**config.mk**
```make
export PLATFORM = sky130hd
export DESIGN_NAME = grf_wb_arbiter_flat
export DESIGN_NICKNAME = d
export VERILOG_FILES = /design/src/rtl/grf_wb_arbiter_pkg.sv /design/src/rtl/grf_wb_arbiter_if.sv /design/src/rtl/grf_wb_arbiter_scoreboard.sv /design/src/rtl/grf_wb_arbiter.sv /design/src/flat_wrapper.sv
export SDC_FILE = /design/constraint.sdc
export NUM_CORES = 1
export LEC_CHECK = 0
export BUFFER_PORTS_ARGS = -buffer_cell sky130_fd_sc_hd__buf_2
export CORE_MARGIN = 3
export CORE_UTILIZATION = 25
export DETAILED_ROUTE_END_ITERATION = 8
export GPL_TIMING_DRIVEN = 0
export SLEW_MARGIN = 15
export SYNTH_ARGS = -nofsm -noshare
export SYNTH_HDL_FRONTEND = slang
export SYNTH_SLANG_ARGS = --single-unit
```
**constraint.sdc**
```tcl
create_clock -name clk -period 2.02 [get_ports clk]
set_clock_uncertainty 0.1 [all_clocks]
set_input_delay 0.101 -clock clk [delete_from_list [all_inputs] [get_ports clk]]
set_output_delay 0.101 -clock clk [all_outputs]
set_load 0.005 [all_outputs]
```
**src/rtl/grf_wb_arbiter_pkg.sv**
```systemverilog
// Shared definitions for the GRF write-port arbiter slice.
//  ADDR_W / DATA_W : register address and data/PC widths
//  NUM_REGS        : number of architectural registers
//  REG_ZERO        : hardwired-zero register address
//  arb_state_e     : arbitration FSM state encodings
package grf_wb_arbiter_pkg;
  localparam int ADDR_W   = 5;
  localparam int DATA_W   = 32;
  localparam int NUM_REGS = 1 << ADDR_W;
  localparam logic [ADDR_W-1:0] REG_ZERO = 5'd0;

  typedef enum logic [1:0] {
    ST_IDLE  = 2'd0,
    ST_WAIT  = 2'd1,
    ST_FORCE = 2'd2
  } arb_state_e;
endpackage

```
**src/rtl/grf_wb_arbiter_if.sv**
```systemverilog
// Bus bundle between the W stage / M unit / hazard unit and the GRF write port.
//  slave  : arbiter side (takes requests and queries, drives grants, GRF write, busy flags)
//  master : environment side (W stage, M unit, hazard unit, GRF)
interface grf_wb_arbiter_if;
  import grf_wb_arbiter_pkg::*;

  logic              p_we;
  logic [ADDR_W-1:0] p_addr;
  logic [DATA_W-1:0] p_wd;
  logic [DATA_W-1:0] p_pc;
  logic              p_stall;
  logic              m_issue;
  logic [ADDR_W-1:0] m_issue_addr;
  logic              m_valid;
  logic [ADDR_W-1:0] m_addr;
  logic [DATA_W-1:0] m_wd;
  logic [DATA_W-1:0] m_pc;
  logic              m_ready;
  logic [ADDR_W-1:0] q_a1;
  logic [ADDR_W-1:0] q_a2;
  logic              q_busy1;
  logic              q_busy2;
  logic              sb_conflict;
  logic              grf_we;
  logic [ADDR_W-1:0] grf_a3;
  logic [DATA_W-1:0] grf_wd;
  logic [DATA_W-1:0] grf_pc;

  modport slave (
    input  p_we, p_addr, p_wd, p_pc, m_issue, m_issue_addr,
    input  m_valid, m_addr, m_wd, m_pc, q_a1, q_a2,
    output p_stall, m_ready, q_busy1, q_busy2, sb_conflict,
    output grf_we, grf_a3, grf_wd, grf_pc
  );

  modport master (
    output p_we, p_addr, p_wd, p_pc, m_issue, m_issue_addr,
    output m_valid, m_addr, m_wd, m_pc, q_a1, q_a2,
    input  p_stall, m_ready, q_busy1, q_busy2, sb_conflict,
    input  grf_we, grf_a3, grf_wd, grf_pc
  );
endinterface

```
**src/rtl/grf_wb_arbiter_scoreboard.sv**
```systemverilog
// Busy scoreboard of registers with an outstanding M-unit write.
//  clk, reset          : clock, async active-high reset
//  set_en / set_addr   : M issue reserving a destination
//  clr_en / clr_addr   : M writeback transfer retiring a destination
//  q_a1/q_a2           : source queries; q_busy1/q_busy2 the answers
//  conflict            : sticky flag, issue to an already-busy register
module grf_scoreboard
  import grf_wb_arbiter_pkg::*;
(
  input  logic              clk,
  input  logic              reset,
  input  logic              set_en,
  input  logic [ADDR_W-1:0] set_addr,
  input  logic              clr_en,
  input  logic [ADDR_W-1:0] clr_addr,
  input  logic [ADDR_W-1:0] q_a1,
  input  logic [ADDR_W-1:0] q_a2,
  output logic              q_busy1,
  output logic              q_busy2,
  output logic              conflict
);
  logic [NUM_REGS-1:0] busy_r;
  logic [NUM_REGS-1:0] set_vec_s;
  logic [NUM_REGS-1:0] clr_vec_s;
  logic [NUM_REGS-1:0] busy_next_s;
  logic                set_s;
  logic                conflict_r;

  // Decode set/clear one-hots; set applied after clear so a same-cycle issue wins.
  always_comb begin
    set_vec_s = '0;
    clr_vec_s = '0;
    set_s     = set_en && (set_addr != REG_ZERO);
    if (set_s) begin
      set_vec_s[set_addr] = 1'b1;
    end else begin
      set_vec_s = '0;
    end
    if (clr_en) begin
      clr_vec_s[clr_addr] = 1'b1;
    end else begin
      clr_vec_s = '0;
    end
    busy_next_s    = (busy_r & ~clr_vec_s) | set_vec_s;
    busy_next_s[0] = 1'b0;
  end

  // Busy vector and sticky conflict flag.
  always_ff @(posedge clk or posedge reset) begin
    if (reset) begin
      busy_r     <= '0;
      conflict_r <= 1'b0;
    end else begin
      busy_r     <= busy_next_s;
      conflict_r <= conflict_r | (set_s & busy_r[set_addr]);
    end
  end

  // A register retiring this cycle reads as free: the GRF bypasses the write.
  always_comb begin
    q_busy1 = busy_r[q_a1] && (q_a1 != REG_ZERO) && !(clr_en && (clr_addr == q_a1));
    q_busy2 = busy_r[q_a2] && (q_a2 != REG_ZERO) && !(clr_en && (clr_addr == q_a2));
  end

  assign conflict = conflict_r;
endmodule

```
**src/rtl/grf_wb_arbiter.sv**
```systemverilog
// Arbitrates the single GRF write port between the W stage (P) and a
// multi-cycle execution unit (M), with starvation protection for M.
//  clk, reset : clock, async active-high reset
//  bus        : request/grant, GRF write and scoreboard query signals
//  STARVE_LIMIT : losing cycles tolerated before M is force-granted (>=1)
module grf_wb_arbiter
  import grf_wb_arbiter_pkg::*;
#(
  parameter int STARVE_LIMIT = 4
) (
  input  logic          clk,
  input  logic          reset,
  grf_wb_arbiter_if.slave bus
);
  localparam int CNT_W = $clog2(STARVE_LIMIT + 1);
  localparam logic [CNT_W-1:0] CNT_LIMIT = CNT_W'(STARVE_LIMIT);
  localparam logic [CNT_W-1:0] CNT_ONE   = CNT_W'(1);

  arb_state_e        state_r;
  logic [CNT_W-1:0]  wait_cnt_r;
  logic              p_req_s;
  logic              m_ready_s;
  logic              p_stall_s;
  logic              grant_m_s;
  logic              grant_p_s;

  // Request qualification, M ready / P stall per state, and grant decode.
  always_comb begin
    p_req_s   = bus.p_we && (bus.p_addr != REG_ZERO);
    m_ready_s = 1'b0;
    p_stall_s = 1'b0;
    case (state_r)
      ST_IDLE, ST_WAIT: begin
        m_ready_s = bus.m_valid && !p_req_s;
        p_stall_s = 1'b0;
      end
      ST_FORCE: begin
        m_ready_s = 1'b1;
        p_stall_s = p_req_s;
      end
      default: begin
        m_ready_s = 1'b0;
        p_stall_s = 1'b0;
      end
    endcase
    if (reset) begin
      m_ready_s = 1'b0;
      p_stall_s = 1'b0;
    end else begin
      m_ready_s = m_ready_s;
      p_stall_s = p_stall_s;
    end
    grant_m_s = bus.m_valid && m_ready_s;
    grant_p_s = p_req_s && !grant_m_s && !p_stall_s && !reset;
  end

  // GRF write mux; an M retire to $0 is accepted but never written.
  always_comb begin
    if (grant_m_s) begin
      bus.grf_we = (bus.m_addr != REG_ZERO);
      bus.grf_a3 = bus.m_addr;
      bus.grf_wd = bus.m_wd;
      bus.grf_pc = bus.m_pc;
    end else if (grant_p_s) begin
      bus.grf_we = 1'b1;
      bus.grf_a3 = bus.p_addr;
      bus.grf_wd = bus.p_wd;
      bus.grf_pc = bus.p_pc;
    end else begin
      bus.grf_we = 1'b0;
      bus.grf_a3 = REG_ZERO;
      bus.grf_wd = 32'd0;
      bus.grf_pc = 32'd0;
    end
  end

  // Arbitration FSM and starvation counter.
  always_ff @(posedge clk or posedge reset) begin
    if (reset) begin
      state_r    <= ST_IDLE;
      wait_cnt_r <= '0;
    end else begin
      case (state_r)
        ST_IDLE: begin
          if (bus.m_valid && p_req_s) begin
            wait_cnt_r <= CNT_ONE;
            state_r    <= (CNT_ONE == CNT_LIMIT) ? ST_FORCE : ST_WAIT;
          end else begin
            wait_cnt_r <= '0;
            state_r    <= ST_IDLE;
          end
        end
        ST_WAIT: begin
          if (!bus.m_valid || !p_req_s) begin
            // M withdrew, or M was granted alone this cycle.
            wait_cnt_r <= '0;
            state_r    <= ST_IDLE;
          end else begin
            wait_cnt_r <= wait_cnt_r + CNT_ONE;
            state_r    <= ((wait_cnt_r + CNT_ONE) == CNT_LIMIT) ? ST_FORCE : ST_WAIT;
          end
        end
        ST_FORCE: begin
          // m_ready is 1 here, so M either transfers or has dropped valid.
          wait_cnt_r <= '0;
          state_r    <= ST_IDLE;
        end
        default: begin
          wait_cnt_r <= '0;
          state_r    <= ST_IDLE;
        end
      endcase
    end
  end

  grf_scoreboard u_scoreboard (
    .clk      (clk),
    .reset    (reset),
    .set_en   (bus.m_issue),
    .set_addr (bus.m_issue_addr),
    .clr_en   (grant_m_s),
    .clr_addr (bus.m_addr),
    .q_a1     (bus.q_a1),
    .q_a2     (bus.q_a2),
    .q_busy1  (bus.q_busy1),
    .q_busy2  (bus.q_busy2),
    .conflict (bus.sb_conflict)
  );

  assign bus.m_ready = m_ready_s;
  assign bus.p_stall = p_stall_s;
endmodule

```
**src/flat_wrapper.sv**
```systemverilog
// flat-port wrapper written by rule: the top's interface ports become plain ports
module grf_wb_arbiter_flat import grf_wb_arbiter_pkg::*;
#(
  parameter int STARVE_LIMIT = 4
)
  (clk, reset, bus_p_we, bus_p_addr, bus_p_wd, bus_p_pc, bus_m_issue, bus_m_issue_addr, bus_m_valid, bus_m_addr, bus_m_wd, bus_m_pc, bus_q_a1, bus_q_a2, bus_p_stall, bus_m_ready, bus_q_busy1, bus_q_busy2, bus_sb_conflict, bus_grf_we, bus_grf_a3, bus_grf_wd, bus_grf_pc);
  grf_wb_arbiter_if bus_i ();
  input  logic clk;
  input  logic reset;
  input wire logic [$bits(bus_i.p_we)-1:0] bus_p_we;
  input wire logic [$bits(bus_i.p_addr)-1:0] bus_p_addr;
  input wire logic [$bits(bus_i.p_wd)-1:0] bus_p_wd;
  input wire logic [$bits(bus_i.p_pc)-1:0] bus_p_pc;
  input wire logic [$bits(bus_i.m_issue)-1:0] bus_m_issue;
  input wire logic [$bits(bus_i.m_issue_addr)-1:0] bus_m_issue_addr;
  input wire logic [$bits(bus_i.m_valid)-1:0] bus_m_valid;
  input wire logic [$bits(bus_i.m_addr)-1:0] bus_m_addr;
  input wire logic [$bits(bus_i.m_wd)-1:0] bus_m_wd;
  input wire logic [$bits(bus_i.m_pc)-1:0] bus_m_pc;
  input wire logic [$bits(bus_i.q_a1)-1:0] bus_q_a1;
  input wire logic [$bits(bus_i.q_a2)-1:0] bus_q_a2;
  output wire logic [$bits(bus_i.p_stall)-1:0] bus_p_stall;
  output wire logic [$bits(bus_i.m_ready)-1:0] bus_m_ready;
  output wire logic [$bits(bus_i.q_busy1)-1:0] bus_q_busy1;
  output wire logic [$bits(bus_i.q_busy2)-1:0] bus_q_busy2;
  output wire logic [$bits(bus_i.sb_conflict)-1:0] bus_sb_conflict;
  output wire logic [$bits(bus_i.grf_we)-1:0] bus_grf_we;
  output wire logic [$bits(bus_i.grf_a3)-1:0] bus_grf_a3;
  output wire logic [$bits(bus_i.grf_wd)-1:0] bus_grf_wd;
  output wire logic [$bits(bus_i.grf_pc)-1:0] bus_grf_pc;
  assign bus_i.p_we = bus_p_we;
  assign bus_i.p_addr = bus_p_addr;
  assign bus_i.p_wd = bus_p_wd;
  assign bus_i.p_pc = bus_p_pc;
  assign bus_i.m_issue = bus_m_issue;
  assign bus_i.m_issue_addr = bus_m_issue_addr;
  assign bus_i.m_valid = bus_m_valid;
  assign bus_i.m_addr = bus_m_addr;
  assign bus_i.m_wd = bus_m_wd;
  assign bus_i.m_pc = bus_m_pc;
  assign bus_i.q_a1 = bus_q_a1;
  assign bus_i.q_a2 = bus_q_a2;
  assign bus_p_stall = bus_i.p_stall;
  assign bus_m_ready = bus_i.m_ready;
  assign bus_q_busy1 = bus_i.q_busy1;
  assign bus_q_busy2 = bus_i.q_busy2;
  assign bus_sb_conflict = bus_i.sb_conflict;
  assign bus_grf_we = bus_i.grf_we;
  assign bus_grf_a3 = bus_i.grf_a3;
  assign bus_grf_wd = bus_i.grf_wd;
  assign bus_grf_pc = bus_i.grf_pc;
  grf_wb_arbiter #(.STARVE_LIMIT(STARVE_LIMIT)) u_core (.clk(clk), .reset(reset), .bus(bus_i));
endmodule
```
==> flow_metrics.py, run 1 <==
metrics = {
    "synth": {
        "synth-async-reset-ratio_pct": 100.0,
        "syn_area_per_cell_um2": 9.902,
        "synth-edff-count": 0,
        "synth_area_leaders": "dfrtp_1 (27%), a22o_1 (17%), mux4_2 (10%)",
        "synth_cell_type_count": 52,
        "yosysTopAreaCell": "dfrtp_1",
        "yosysMostFrequentCell": "a22o_1",
        "ys_ff_latch": 37,
        "synth_area_mm2": 0.003466,
        "synthFlopType": "dfrtp_1",
        "postSynthNetCount": 510,
        "ys_top_cells_by_count": "a22o_1 (69), dfrtp_1 (37), o21ai_0 (30), o31ai_1 (30), clkbuf_1 (20)",
        "synth_cells": 350,
        "yosysTopAreaCellShare_pct": 26.71,
        "seq_area_frac_synth_pct": 26.71,
        "synth_warnings": 0,
    },
    "placed_design": {
        "numPortBuffers": 226,
        "dp_hpwl_um": 13610,
        "placed_area_mm2": 0.004817,
        "gp_congestion": 0.8689,
    },
    "clock_tree": {
        "cts_tree": "built",
        "clock_latency_ps": 290,
        "cts_root_buffer": "clkbuf_16",
        "clock_sinks": 37,
        "clkTransAtPathRegs_ps": 60,
        "ctsHtreeMaxLevel": 2,
        "clock_path_buffers": 2,
        "cts_made_buffers": 5,
    },
    "global_routing": {
        "grt_pass1_wl_um": 23970,
        "grt_pass1_vias": 4105,
        "antenna_found_initial": 6,
        "grt_max_degree": 38,
        "grt_overflow": 0,
        "grt.total_usage_pct": 20.58,
    },
    "routing": {
        "first_pass_iters": 5,
        "drt-initial-drc-count": 344,
        "final_antenna_net_count": 0,
        "route.detailed.drc": 0,
        "totalWireLength_um": 17860,
        "vias_per_cell": 5.581,
        "vias": 4448,
        "wire_per_inst_um": 22.40,
    },
    "worst_setup_path": {
        "worstSetupStartpointType": "flop",
        "arrival_ps": 2100,
        "worstPathMaxFanout": 4,
        "cp.required_ps": 1820,
        "worst_r2r_path_depth": 6,
        "critPathCaptureType": "output pin",
        "rrSetupSlack_ps": 290,
        "criticalPathCategory": "reg -> out",
    },
    "timing": {
        "postLayoutSetupSlackWorst_ps": -282.5,
        "hold_viol_final": 0,
        "hold_ws_ps": 78.62,
        "rsz0062_at_grt": "yes",
        "max_freq_mhz": 434.3,
        "min_period_over_period_pct": 114.0,
        "setup_violations": 71,
        "slew-limit-headroom_pct": 46.78,
        "slew_viol_final": 0,
        "worst_pin_slew_ps": 797.1,
        "tns_ps": -4176,
        "fin_crit_ps": 2303,
    },
    "final_layout": {
        "register_area_um2": 927.1,
        "final_layout_size_suffix_gt1_share_pct": 53.71,
        "fillers": 1287,
        "syn_to_final_growth_pct": 67.00,
        "multi_input_area_mm2": 0.002399,
        "final_area_mm2": 0.005788,
        "nNetsFinal": 779,
    },
    "pwr": {
        "irDropWorstVdd_uv": 404.0,
        "switchingPower_mw": 1.066,
        "p_per_area_mw_per_mm2": 574.6,
        "swShare_pct": 32.04,
        "p_seq_share_pct": 31.8,
        "clock_power_share_pct": 27.9,
        "p_comb_share_pct": 40.4,
        "total_leakage_power_nw": 2.728,
        "internal-power_mw": 2.260,
    },
    "hold_path": {
        "hold_class": "in -> reg",
        "hold_path_depth": 3,
    },
    "die": {
        "rows": 42,
        "die_w_um": 123.7,
        "coreArea_mm2": 0.01340,
        "die_y_um": 123.7,
        "die-area_mm2": 0.01531,
        "start_util_pct": 25.86,
        "ios": 233,
    },
    "status": {
        "status": "finished, violations left",
        "violations": "setup timing",
    },
    "job": {
        "cap_violations": 0,
    },
}
## per-layer routing
metal	GRT usage, %	part of all wire [%]	vias up
met3	8.674	12	40
met4	4.637	1.9	10
met1	27.67	40	2178
li1	-	-	1962
met5	0	0.34	-
met2	30.79	46	258
## sequential cells by signal, summed over array words and instances (netlist names)
name                          cells
u_core.wait_cnt_r                 3
u_core.state_r                    2
u_core.u_scoreboard.busy_r       31
u_core.u_scoreboard.conflict      1
## cells by family after synthesis
family,Yosys count,synth area share [%]
AO/OA/AOI/OAI,157,34.84
flip-flops,37,26.71
multiplexers,35,17.91
AND/OR/NAND/NOR,64,10.43
buffers and inverters,44,6.607
adder cells (fa/ha/maj),2,0.7219
XOR/XNOR,11,2.780
## final timing paths
check                                                        startpoint                                        to
worst max-delay path            u_core.u_scoreboard.busy_r[1]$_DFF_PP0_                               bus_q_busy2
worst min-delay path                                        bus_m_issue    u_core.u_scoreboard.conflict$_DFF_PP0_
worst max register to register              u_core.state_r[1]$_DFF_PP0_  u_core.u_scoreboard.busy_r[30]$_DFF_PP0_
worst min register to register           u_core.wait_cnt_r[0]$_DFF_PP0_            u_core.wait_cnt_r[0]$_DFF_PP0_
max in group asynchronous                                         reset               u_core.state_r[1]$_DFF_PP0_
min in group asynchronous                                         reset            u_core.wait_cnt_r[1]$_DFF_PP0_
## cell usage in the layout (no fill, tap or decap), types with 3 or more instances in the layout
cell type	instances
a21oi_1	6
a22o_1	67
buf_2	223
buf_4	12
buf_6	25
buf_8	11
clkbuf_1	13
clkbuf_16	15
clkbuf_8	3
dfrtp_1	36
inv_1	3
mux2i_1	11
mux4_1	4
mux4_2	16
nand2_1	13
nand2b_1	4
nand3_1	9
nand3b_1	5
nor2_1	5
nor2b_1	6
nor3_1	6
nor3b_1	3
o21ai_0	30
o31ai_1	30
or3b_2	3
xnor2_1	5
xor2_1	6
## power by group through the flow
stage | Combinational [mW] | Clock (mW) | Sequential (mW)
after floorplan | 0.685 | 0 | 0.999
after global placement | 1.09 | 0 | 1.05
after detailed placement | 1.11 | 0 | 1.07
after CTS | 1.21 | 0.934 | 1.05
after global routing | 1.44 | 0.973 | 1.07
final | 1.34 | 0.927 | 1.06
## metrics by stage
stage	setup slack, ps	utilization [%]	power [mW]	std cells
floorplan	316.5	-	1.685	350
global placement	-364.5	35.95	2.143	752
detailed placement	-468.3	35.95	2.177	752
CTS	-269.7	39.67	3.189	777
global route	-336.2	43.19	3.486	797
finish	-282.5	43.19	3.326	797
## final cells by class
cell class	count	share of cell area [%]
well taps	176	3.805
inverters	5	0.3243
clock inverters	2	0.6485
plain buffers	39	6.226
multi-input cells	269	41.44
repair buffers	262	29.10
diodes	1	0.04323
clock buffers	6	2.399
flip-flops and latches	37	16.02
## repair_timing
action	4_1_cts	5_1_grt
setup endpoints to repair	72	73
buffers inserted	13	9
hold endpoints to repair	37	0
hold buffers	1	0
pin swaps	19	50
gates resized for setup	47	40
cloned	3	10
## worst max-delay path, cell delays in order (launching register included)
cell	delay, ps
dfrtp_1	430
mux2i_1	100
mux4_2	470
mux2_4	290
a211oi_4	180
o22a_1	210
buf_2	130
Note: power is estimated with default switching activity, not from simulation.
==> run 2, diff against run 1 <==
--- a/config.mk
+++ b/config.mk
@@ -6,10 +6,12 @@
 export NUM_CORES = 1
 export LEC_CHECK = 0
 export BUFFER_PORTS_ARGS = -buffer_cell sky130_fd_sc_hd__buf_2
-export CORE_MARGIN = 3
+export CORE_MARGIN = 10
 export CORE_UTILIZATION = 25
+export CTS_CLUSTER_SIZE = 16
 export DETAILED_ROUTE_END_ITERATION = 8
 export GPL_TIMING_DRIVEN = 0
+export REMOVE_ABC_BUFFERS = 1
 export SLEW_MARGIN = 15
 export SYNTH_ARGS = -nofsm -noshare
 export SYNTH_HDL_FRONTEND = slang
==> run 2 against run 1 <==
The run still ends with setup timing left. Critical endpoint unchanged. Register-to-register slack worse by 100 ps. Critical path depth did not move. Largest power group unchanged. Sequential power barely moved. Utilization down 2.8 points.
==> flow_metrics.py, run 2 (same netlist as run 1, synthesis figures left out) <==
metrics = {
    "status": {
        "status": "finished, violations left",
        "violations": "setup timing",
    },
    "clock_tree": {
        "clock_path_buffers": 2,
        "clock_latency_ps": 280,
        "cts_tree": "built",
        "clock_sinks": 37,
        "ctsHtreeMaxLevel": 2,
        "cts_root_buffer": "clkbuf_16",
        "clkTransAtPathRegs_ps": 60,
        "cts_made_buffers": 5,
    },
    "final_layout": {
        "syn_to_final_growth_pct": 56.03,
        "multi_input_area_mm2": 0.002456,
        "reg_top3": "u_core.u_scoreboard.busy_r: 31 flops, u_core.wait_cnt_r: 3 flops, u_core.state_r: 2 flops",
        "largest_register_ffs": 31,
        "register_area_um2": 928.4,
        "mostFrequentLayoutCell": "buf_2",
        "final_cell_mix": "buf_2 (229), a22o_1 (68), dfrtp_1 (35)",
        "fillers": 1346,
        "final_layout_size_suffix_gt1_share_pct": 54.38,
        "regMostFlops": "u_core.u_scoreboard.busy_r",
        "nNetsFinal": 753,
        "finish.utilization_pct": 40.35,
    },
    "worst_setup_path": {
        "path_buf_inv": 1,
        "arrival_ps": 2040,
        "worstSetupStartpointType": "flop",
        "worst_r2r_path_depth": 5,
        "worst-path-stages": 6,
        "worstPathCellList": "mux2i_1, mux4_2, mux2_4, a211oi_4, o22a_1, buf_2",
        "cp.required_ps": 1820,
        "worstPathMaxFanout": 3,
        "criticalPathCategory": "reg -> out",
        "crit_family": "multiplexers",
        "cp_slowest_cell": "mux4_2",
        "cp_slowest_stage_delay_ps": 480,
        "critPathCaptureType": "output pin",
    },
    "routing": {
        "vias": 4362,
        "drt-initial-drc-count": 376,
        "route.detailed.drc": 0,
        "totalWireLength_um": 19670,
        "wire_per_inst_um": 25.41,
        "final_antenna_net_count": 0,
        "vias_per_cell": 5.636,
        "first_pass_iters": 5,
    },
    "timing": {
        "setup_violations": 29,
        "max_freq_mhz": 447.2,
        "worst_pin_slew_ps": 660.3,
        "hold_ws_ps": 68.83,
        "rsz0062_at_grt": "yes",
        "min_period_over_period_pct": 110.7,
        "tns_ps": -2783,
        "postLayoutSetupSlackWorst_ps": -216.0,
        "fin_crit_ps": 2236,
        "slew-limit-headroom_pct": 55.78,
        "slew_viol_final": 0,
        "hold_viol_final": 0,
    },
    "hold_path": {
        "hold_class": "in -> reg",
        "hold_path_depth": 3,
    },
    "die": {
        "rows": 42,
        "die_w_um": 137.7,
        "coreArea_mm2": 0.01340,
        "start_util_pct": 25.86,
        "die_y_um": 137.7,
        "ios": 233,
        "die-area_mm2": 0.01897,
    },
    "pwr": {
        "p_per_area_mw_per_mm2": 575.7,
        "irDropWorstVdd_uv": 301.8,
        "total_leakage_power_nw": 2.545,
        "total_power_mw": 3.113,
    },
    "global_routing": {
        "grt_pass1_vias": 4232,
        "grt_overflow": 0,
        "grt_pass1_wl_um": 26430,
        "antenna_found_initial": 10,
        "grt.total_usage_pct": 18.43,
        "grt_max_degree": 21,
    },
    "job": {
        "cap_violations": 0,
    },
    "placed_design": {
        "numPortBuffers": 232,
        "dp_hpwl_um": 14570,
        "gp_congestion": 0.9774,
    },
}
## run 2: per-stage QoR
stage                     setup slack [ps]  instance area [um^2]  std cells
after global placement               -5009                  4637        719
after global routing                -276.6                  5400        771
final                               -216.0                  5408        774
after floorplan                      -3054                  3256        311
after detailed placement            -545.6                  4726        725
after CTS                           -213.4                  5279        761
## run 2: power breakdown
part	switching (mW)	total, mW	leakage [nW]	internal (mW)
clock	0.310	0.762	0.0696	0.452
sequential	0.152	1.04	0.431	0.891
combinational	0.594	1.31	2.04	0.713
## run 2: final timing paths
path / from / endpoint / slack (ps)
max: u_core.u_scoreboard.busy_r[1]$_DFF_PP0_ / bus_q_busy2 / -220
min: bus_m_issue / u_core.u_scoreboard.conflict$_DFF_PP0_ / 70
max reg2reg: u_core.state_r[1]$_DFF_PP0_ / u_core.u_scoreboard.busy_r[31]$_DFF_PP0_ / 190
min in group asynchronous: reset / u_core.state_r[1]$_DFF_PP0_ / 370
min reg2reg: u_core.u_scoreboard.conflict$_DFF_PP0_ / u_core.u_scoreboard.conflict$_DFF_PP0_ / 390
max in group asynchronous: reset / u_core.u_scoreboard.busy_r[7]$_DFF_PP0_ / 980
## run 2: what timing repair did
action,4_1_cts,5_1_grt
gates cloned,6,2
pin swaps,31,18
endpoints found under the hold margin,19,0
setup buffers,21,8
gates resized for setup,32,6
hold buffers,1,0
setup endpoints to repair,72,55
## run 2: worst min-delay path, cell delays in order
cell and delay [ps]:
buf_2 150, a31oi_1 90, nand3_1 70
## run 2: area by class of cell
cell class / instances / area share (%)
sequential: 37 / 17.17
tap: 176 / 4.072
clock buffer: 5 / 2.314
antenna: 4 / 0.1851
timing repair buffer: 270 / 30.17
multi-input combinational: 274 / 45.42
clock inverter: 3 / 0.3239
inverter: 5 / 0.3471
## run 2: routing by layer
metal	vias to the layer above	wire length, um	global-route usage, %	part of all wire [%]
met5	-	55	0	0.28
met4	12	331	4.867	1.7
met3	39	1879	6.373	9.6
met2	241	9909	30.84	50
met1	2141	7493	22.01	38
li1	1929	-	-	-
